**config.mk**
```make
export PLATFORM = sky130hd
export DESIGN_NAME = clock_core
export DESIGN_NICKNAME = d
export VERILOG_FILES = /design/src/rtl/clock_core_pkg.sv /design/src/rtl/clock_core_bcd_hhmm_check.sv /design/src/rtl/clock_core.sv
export SDC_FILE = /design/constraint.sdc
export NUM_CORES = 1
export LEC_CHECK = 0
export ABC_AREA = 1
export ABC_CLOCK_PERIOD_IN_PS = 2800
export CORE_ASPECT_RATIO = 0.8
export CORE_MARGIN = 2
export CORE_UTILIZATION = 56
export CTS_CLUSTER_DIAMETER = 60
export CTS_CLUSTER_SIZE = 14
export DETAILED_ROUTE_END_ITERATION = 6
export PLACE_DENSITY = 0.79
export SETUP_SLACK_MARGIN = 0.15
export SYNTH_ARGS = -nofsm -noshare
export SYNTH_HDL_FRONTEND = slang
export SYNTH_SLANG_ARGS = --single-unit
```
**constraint.sdc**
```tcl
create_clock -name clk -period 2.8 [get_ports clk]
set_input_delay 0.7 -clock clk [delete_from_list [all_inputs] [get_ports clk]]
set_output_delay 0.7 -clock clk [all_outputs]
set_load 0.1 [all_outputs]
```
**src/rtl/clock_core_pkg.sv**
```systemverilog
// clock_core_pkg: shared BCD limits, widths and ring FSM encoding for the clock datapath
package clock_core_pkg;
  localparam int BCD_W = 16;
  localparam int SEC_W = 6;
  localparam logic [3:0] H1_MAX = 4'd2;
  localparam logic [3:0] H0_MAX = 4'd9;
  localparam logic [3:0] H0_MAX_H2 = 4'd3;
  localparam logic [3:0] M1_MAX = 4'd5;
  localparam logic [3:0] M0_MAX = 4'd9;
  localparam logic [SEC_W-1:0] SEC_MAX = 6'd59;
  typedef enum logic {S_IDLE = 1'b0, S_RING = 1'b1} ring_state_t;
endpackage

```
**src/rtl/clock_core_bcd_hhmm_check.sv**
```systemverilog
// bcd_hhmm_check: flags whether a 16-bit BCD HHMM word is a legal 24-hour time
module bcd_hhmm_check
  import clock_core_pkg::*;
(
  input  logic [BCD_W-1:0] d,
  output logic             valid
);
  assign valid = d[15:12] <= H1_MAX
              && d[11:8] <= (d[15:12] == H1_MAX ? H0_MAX_H2 : H0_MAX)
              && d[7:4] <= M1_MAX
              && d[3:0] <= M0_MAX;
endmodule

```
**src/rtl/clock_core.sv**
```systemverilog
// clock_core: BCD time-of-day counter with alarm register, ring FSM and display mux
module clock_core
  import clock_core_pkg::*;
#(
  parameter int CLK_FREQ  = 50_000_000,
  parameter int RING_SECS = 30
) (
  input  logic             clk,
  input  logic             rst_n,
  input  logic             en_clk,
  input  logic             clock_load,
  input  logic             ring_load,
  input  logic [BCD_W-1:0] data_in,
  input  logic             mode_clk,
  input  logic             mode_ring,
  input  logic             mode_clk_ad,
  input  logic             mode_ring_ad,
  input  logic             ring_stop,
  output logic [BCD_W-1:0] time_out,
  output logic [SEC_W-1:0] sec_out,
  output logic [BCD_W-1:0] disp_data,
  output logic             ring_out,
  output logic             load_err
);
  localparam int PW = CLK_FREQ > 1 ? $clog2(CLK_FREQ) : 1;
  localparam logic [PW-1:0] PRESC_LAST = PW'(CLK_FREQ - 1);
  localparam logic [5:0] RING_LAST = 6'(RING_SECS - 1);
  logic [PW-1:0] presc;
  logic [BCD_W-1:0] alarm, nxt_time;
  logic armed, clk_ok, ring_ok, sec_tick, do_clk, do_ring, adv, trig;
  logic c_m, c_m1, c_h, unused_modes;
  logic [3:0] h1, h0, m1, m0;
  logic [5:0] ring_cnt;
  ring_state_t state;
  bcd_hhmm_check u_clk_chk (.d(data_in), .valid(clk_ok));
  bcd_hhmm_check u_ring_chk (.d(data_in), .valid(ring_ok));
  assign {h1, h0, m1, m0} = time_out;
  assign unused_modes = mode_clk | mode_clk_ad;
  assign disp_data = (mode_ring || mode_ring_ad) ? alarm : time_out;
  always_comb begin
    sec_tick = presc == PRESC_LAST;
    do_clk = clock_load && clk_ok;
    do_ring = ring_load && ring_ok;
    adv = sec_tick && en_clk && !do_clk;
    c_m = sec_out == SEC_MAX;
    c_m1 = c_m && m0 == M0_MAX;
    c_h = c_m1 && m1 == M1_MAX;
    nxt_time[3:0] = c_m ? (m0 == M0_MAX ? 4'd0 : m0 + 4'd1) : m0;
    nxt_time[7:4] = c_m1 ? (m1 == M1_MAX ? 4'd0 : m1 + 4'd1) : m1;
    nxt_time[15:8] = !c_h ? {h1, h0}
                   : (h1 == H1_MAX && h0 == H0_MAX_H2) ? 8'h00
                   : h0 == H0_MAX ? {h1 + 4'd1, 4'd0}
                   : {h1, h0 + 4'd1};
    // only a minute rollover into the alarm time rings; a load never does
    trig = adv && armed && c_m && nxt_time == alarm;
  end
  always_ff @(posedge clk or negedge rst_n) begin
    if (!rst_n) begin
      presc <= '0;
      time_out <= '0;
      sec_out <= '0;
      alarm <= '0;
      armed <= 1'b0;
      state <= S_IDLE;
      ring_cnt <= '0;
      ring_out <= 1'b0;
      load_err <= 1'b0;
    end else begin
      presc <= (do_clk || sec_tick) ? '0 : presc + 1'b1;
      load_err <= (clock_load && !clk_ok) || (ring_load && !ring_ok);
      if (do_clk) begin
        time_out <= data_in;
        sec_out <= '0;
      end else if (adv) begin
        time_out <= nxt_time;
        sec_out <= c_m ? '0 : sec_out + 6'd1;
      end
      if (do_ring) begin
        alarm <= data_in;
        armed <= 1'b1;
      end
      if (do_ring || (state == S_RING && (ring_stop || (sec_tick && ring_cnt == RING_LAST)))) begin
        state <= S_IDLE;
        ring_out <= 1'b0;
      end else if (state == S_IDLE && trig) begin
        state <= S_RING;
        ring_out <= 1'b1;
        ring_cnt <= '0;
      end else if (state == S_RING && sec_tick) begin
        ring_cnt <= ring_cnt + 6'd1;
      end
    end
  end
endmodule
```
==> reports/metrics.cfg, run 1 <==
[sta]
finalSetupViolCount=0
fin_crit_ps=2430
holdWs_ps=315
post-route-period-util=0.868
grt_setup_unrepaired=no
layout_setup_ws_ps=370
worst_pin_slew_ps=560
max-slew-margin-rel=0.623
fmax_mhz=412
drv_slew=0
hold_viol_final=0
skew_ps=15.4

[synthesis]
synth_top_family_by_area=simple AND/OR/NAND/NOR gates
synth.largest_area_cell=dfrtp_1
yosys.area_share.adder=0.0210
ys_ff_latch=73
synth_edf_count=0
synth_nets=718
yosysWarnings=0
synth_compound_area_frac=0.126
post_synth_mux_area_share=0
ys.flop_type=dfrtp_1
synth_area_per_cell_um2=6.98
async_flop_share=1.00
synthTopCellsByCount=nand2_1, inv_1, dfrtp_1
synthCells=684
synth_most_common_cell=nand2_1
synth_top_area_frac=0.383
synthXorXnorAreaFrac=0.0220
synth_area_um2=4770
synth-simple-area-share=0.360
synth.distinct_cells=39
post_synth_main_area_contributors=dfrtp_1, nand2_1, inv_1, nand3_1, o21ai_0
yosysSeqAreaShare=0.383

[routing]
routed_wl_um=13500
drcViolationCount=0
top_layer=met4
antenna_left=0
drt_iter0_markers=379
drt-vias-per-instance=5.53
m1WireLength_um=6020
first_pass_iters=5
wl_met3_um=1070
vias=4847
wl_per_cell_um=15.4
dr_wl_met2_um=6260

[global_route]
grt-ovfl-total=0
grt_pass1_wl_um=21900
grt_pass1_vias=4593
antenna_found_initial=0
globalRouteTotalUtil=0.299
grt_max_degree=74

[setup_path]
max_stage_delay_ps=410
path_class=flop to flop
start_kind=flop
cp_data_required_time_ps=3110
critPathMaxFanout=11
path_common_cell=nand2_1
timing.rr.start=sec_out[0]$_DFFE_PN0P_
cp_num_buf_inv=1
crit_path_top_delay_cell=dfrtp_2
reg2reg_slack_ps=370
worstReg2RegEnd=ring_cnt[0]$_DFFE_PN0P_
path_cells=ha_1 -> nand2_2 -> nor2_8 -> nand3_2 -> nand2_1 -> nand3_1 -> nand2_1 -> nand2_2 -> nor2_2 -> nand3_2 -> o21ai_2 -> nand2_4 -> nand2_1 -> nand2_1 -> inv_1
crit_start=sec_out[0]$_DFFE_PN0P_
cp_top_family=simple AND/OR/NAND/NOR gates
critical_path_arrival_ps=2740
endpoint_kind=flop
rr_worst_depth=15

[power]
peakVddDrop_mv=0.628
powerDensity_nw_per_um2=787
leakagePower_nw=3.00

[cts]
cts-root-buf=clkbuf_8
clockBufferDepth=2
h-tree-depth=3
clk_latency_ps=370
cts_tree=built
clock-sinks=73
cts.reportedPaths.clkPinSlew_ps=90
cts_inserted_buffers=9

[floorplanning]
dieArea_um2=9290
core_um2=8370
fp.dieW_um=107
pin_count=66
initial_core_util=0.570
die_h_um=86.6
num_rows=30

[final_layout]
drive_gt1_frac=0.186
syn2layout_area_growth_pct=28.6
nNetsFinal=794
nFillCells=639
diodes=0

[placed_design]
dpl.hpwl_um=9620
io_buffers=63
gp_congestion=0.934
pre_cts_ws_ps=-6.16

[outcome]
outcome=complete, no violations

[hold_path]
hold_class=input port to async pin

[job]
maxCapViolCount=0

## cell families after synthesis
family,Yosys count
XOR/XNOR,12
flip-flops,73
AND/OR/NAND/NOR,383
buffers and inverters,108
AO/OA/AOI/OAI,100
adder cells (fa/ha/maj),8
## cells in the final DEF, fill, tap and decap left out, types with 9 or more instances in the layout
| master | count |
|---|---|
| o21ai_0 | 32 |
| o21ai_2 | 17 |
| inv_1 | 89 |
| buf_4 | 35 |
| buf_12 | 9 |
| a21oi_1 | 17 |
| dfrtp_2 | 13 |
| clkdlybuf4s50_1 | 20 |
| nand3_1 | 55 |
| nand2_2 | 15 |
| clkbuf_8 | 9 |
| nor3_1 | 9 |
| nand4_1 | 12 |
| clkbuf_16 | 12 |
| nand2_1 | 199 |
| nor2_1 | 61 |
| dfrtp_1 | 60 |
## worst max-delay path by stage
stage | to | slack (ps) | depth (start not counted)
finish | ring_cnt[0]$_DFFE_PN0P_ | 370 | 15
floorplan | disp_data[10] | -230 | 3
global placement | ring_cnt[1]$_DFFE_PN0P_ | 30 | 14
global route | ring_cnt[0]$_DFFE_PN0P_ | 140 | 18
detailed placement | ring_cnt[1]$_DFFE_PN0P_ | -6 | 14
CTS | disp_data[3] | 140 | 6
## per-stage QoR
stage | cell area [um2] | total power, mW | utilization | std cells | TNS (ps)
CTS | 5950 | 4.77 | 0.711 | 874 | 0
finish | 6140 | 4.83 | 0.733 | 877 | 0
global route | 6140 | 5.06 | 0.733 | 877 | 0
global placement | 5710 | 3.66 | 0.682 | 858 | 0
floorplan | 4790 | 3.11 | - | 684 | -3600
detailed placement | 5710 | 3.73 | 0.682 | 858 | -8.27
## per-layer routing
| layer | GRT usage | up-vias |
|---|---|---|
| met5 | 0 | - |
| met4 | 0.0909 | 0 |
| met3 | 0.0579 | 18 |
| met2 | 0.472 | 206 |
| met1 | 0.421 | 2264 |
| li1 | - | 2359 |
## power by group
part / leakage (nW) / switching (mW) / total [mW] / internal [mW]
sequential: 0.886 / 0.229 / 1.47 / 1.24
combinational: 2.00 / 1.63 / 2.31 / 0.684
clock: 0.117 / 0.449 / 1.05 / 0.597
total: 3.00 / 2.31 / 4.83 / 2.52
## sequential cells by signal, indices dropped and copies added (netlist names)
signal    cells
sec_out       6
alarm        16
ring_cnt      6
time_out     16
armed         1
state         1
load_err      1
presc        26
## timing repair
item	in CTS	in global routing
pin swaps	0	2
setup buffers	0	1
resized for setup	0	27
hold buffers	0	0
gates cloned	0	2
endpoints found under the setup margin	1	23
## cell type report
cell class              count  area (um2)  area share
inverters                  94         353      0.0575
well taps                 112         140      0.0228
clock buffers              10         128      0.0208
flip-flops and latches     73        1840       0.300
clock inverters             6         115      0.0187
repair buffers             79         973       0.159
multi-input cells         503        2590       0.421
No activity file was read; power rests on OpenSTA's default activity.
==> inputs of run 2 (changes only) <==
--- a/config.mk
+++ b/config.mk
@@ -7,7 +7,7 @@
 export LEC_CHECK = 0
 export ABC_AREA = 1
 export ABC_CLOCK_PERIOD_IN_PS = 2800
-export CORE_ASPECT_RATIO = 0.8
+export CORE_ASPECT_RATIO = 1.4
 export CORE_MARGIN = 2
 export CORE_UTILIZATION = 56
 export CTS_CLUSTER_DIAMETER = 60
==> reports/metrics.cfg, run 2 (synthesis gave the netlist of run 1 again) <==
[cts]
clk_latency_ps=340  ; was 370 ps
h-tree-depth=3  ; unchanged
cts.reportedPaths.clkPinSlew_ps=60  ; was 90 ps
cts_hold_buf=0  ; unchanged
cts_inserted_buffers=9  ; unchanged
clock-sinks=73  ; unchanged
cts_tree=built  ; unchanged
cts-root-buf=clkbuf_16  ; was clkbuf_8
clockBufferDepth=2  ; unchanged

[setup_path]
cp_data_required_time_ps=3030  ; was 3110 ps
crit_path_top_delay_cell=dfrtp_2  ; unchanged
worstReg2RegEnd=ring_cnt[4]$_DFFE_PN0P_  ; was ring_cnt[0]$_DFFE_PN0P_
critPathMaxFanout=11  ; unchanged
path_cells=ha_2 -> nand2_2 -> nor2_8 -> nand2_4 -> nor2_4 -> buf_12 -> nand2_2 -> nand2_2 -> nand2_2 -> nand2_2 -> nand2_2 -> nor2_2 -> nand3_2 -> o21ai_2 -> nand2_4 -> nand2_2 -> o21ai_2  ; was ha_1 -> nand2_2 -> nor2_8 -> nand3_2 -> nand2_1 -> nand3_1 -> nand2_1 -> nand2_2 -> nor2_2 -> nand3_2 -> o21ai_2 -> nand2_4 -> nand2_1 -> nand2_1 -> inv_1
start_kind=flop  ; unchanged
max_stage_delay_ps=390  ; was 410 ps
timing.rr.start=sec_out[0]$_DFFE_PN0P_  ; unchanged
critical_path_arrival_ps=2680  ; was 2740 ps
rr_worst_depth=17  ; was 15
path_class=flop to flop  ; unchanged
reg2reg_slack_ps=340  ; was 370 ps
path_common_cell=nand2_2  ; was nand2_1
crit_start=sec_out[0]$_DFFE_PN0P_  ; unchanged
crit_path_end=ring_cnt[4]$_DFFE_PN0P_  ; was ring_cnt[0]$_DFFE_PN0P_
endpoint_kind=flop  ; unchanged

[placed_design]
dpl.hpwl_um=9760  ; was 9620 um
placedCellCount=846  ; was 858
placed_area_um2=5700  ; was 5710 um2
gp_congestion=0.946  ; was 0.934
pre_cts_ws_ps=-47.7  ; was -6.16 ps
io_buffers=63  ; unchanged

[sta]
skew_ps=8.90  ; was 15.4 ps
fin_crit_ps=2460  ; was 2430 ps
finalSetupViolCount=0  ; unchanged
worst_pin_slew_ps=629  ; was 560 ps
fmax_mhz=407  ; was 412 MHz
post-route-period-util=0.878  ; was 0.868
max-slew-margin-rel=0.581  ; was 0.623
grt_setup_unrepaired=no  ; unchanged
holdWs_ps=377  ; was 315 ps
layout_setup_ws_ps=342  ; was 370 ps
tns_ps=0  ; unchanged
drv_slew=0  ; unchanged
hold_viol_final=0  ; unchanged

[floorplanning]
dieArea_um2=9290  ; about the same
initial_core_util=0.579  ; was 0.570
num_rows=39  ; was 30
core_um2=8250  ; was 8370 um2
fp.dieW_um=82.0  ; was 107 um
pin_count=66  ; unchanged
die_h_um=113  ; was 86.6 um

[power]
leakagePower_nw=2.99  ; was 3.00 nW
peakVddDrop_mv=0.584  ; was 0.628 mV
power_mw=4.93  ; was 4.83 mW
powerDensity_nw_per_um2=804  ; was 787 nW/um2

[routing]
antenna_left=0  ; unchanged
drcViolationCount=0  ; unchanged
drt-vias-per-instance=5.77  ; was 5.53
routed_wl_um=13900  ; was 13500 um
wl_per_cell_um=16.0  ; was 15.4 um
vias=4987  ; was 4847
first_pass_iters=5  ; unchanged
drt_iter0_markers=366  ; was 379

[final_layout]
final_cell_area_um2=6130  ; was 6140 um2
drive_gt1_frac=0.174  ; was 0.186
finalCoreUtilization=0.744  ; was 0.733
largest_reg_flops=26  ; unchanged
finish.cell_count_without_fillers=865  ; was 877
top_register=presc  ; unchanged
nNetsFinal=792  ; was 794
syn2layout_area_growth_pct=28.5  ; was 28.6%
final_cell_mix=nand2_1, inv_1, nor2_1, dfrtp_1, nand3_1  ; unchanged
top_regs=presc (26), alarm (16), time_out (16)  ; unchanged
final_common_cell=nand2_1  ; unchanged
diodes=0  ; unchanged

[hold_path]
hold_class=input port to async pin  ; unchanged

[global_route]
grt_pass1_vias=4923  ; was 4593
grt-ovfl-total=0  ; unchanged
globalRouteTotalUtil=0.309  ; was 0.299
grt_max_degree=49  ; was 74
antenna_found_initial=0  ; unchanged
grt_pass1_wl_um=22000  ; was 21900 um

[outcome]
outcome=complete, no violations  ; unchanged

[job]
maxCapViolCount=0  ; unchanged

==> run 2: timing repair <==
item	4_1_cts	5_1_grt
endpoints found under the setup margin	3	22
pin swaps	1	1
buffers inserted	1	0
gates cloned	0	2
resized for setup	0	18
==> run 2: power by group <==
part           switching [mW]  internal [mW]
logic                    1.63          0.670
clock network           0.440          0.712
registers               0.236           1.24
total                    2.31           2.63
==> run 2: routing by layer <==
| layer | routed length (um) | up-vias | track usage |
|---|---|---|---|
| li1 | - | 2375 | - |
| met1 | 5120 | 2340 | 0.343 |
| met2 | 7210 | 210 | 0.540 |
| met3 | 816 | 62 | 0.0646 |
| met4 | 708 | 0 | 0.163 |
| met5 | 0 | - | 0 |
==> run 2: worst min-delay path by stage <==
| stage | from | endpoint | slack (ps) | cells past startpoint |
|---|---|---|---|---|
| 2_1_floorplan | rst_n | alarm[0]$_DFFE_PN0P_ | 400 | 0 |
| 3_3_place_gp | armed$_DFFE_PN0P_ | armed$_DFFE_PN0P_ | 440 | 2 |
| 3_5_place_dp | armed$_DFFE_PN0P_ | armed$_DFFE_PN0P_ | 440 | 2 |
| 4_1_cts | rst_n | sec_out[3]$_DFFE_PN0P_ | 390 | 1 |
| 5_1_grt | rst_n | sec_out[3]$_DFFE_PN0P_ | 430 | 1 |
| 6_report | rst_n | sec_out[5]$_DFFE_PN0P_ | 380 | 1 |
==> run 2: worst max-delay path, delay by kind of cell, from the launching register on <==
| kind | cells | cell delay (ps) |
|---|---|---|
| flip-flops | 1 | 390 |
| AND/OR/NAND/NOR | 13 | 1300 |
| adder cells (fa/ha/maj) | 1 | 220 |
| AO/OA/AOI/OAI | 2 | 260 |
| buffers and inverters | 1 | 140 |
==> run 2: cell type report <==
class,count,area [um2]
Tap cell,102,128
Clock buffer,13,250
Fill cell,629,2110
Clock inverter,3,40.0
Sequential cell,73,1840
Timing Repair Buffer,77,941
Inverter,94,353
Multi-Input combinational cell,503,2580
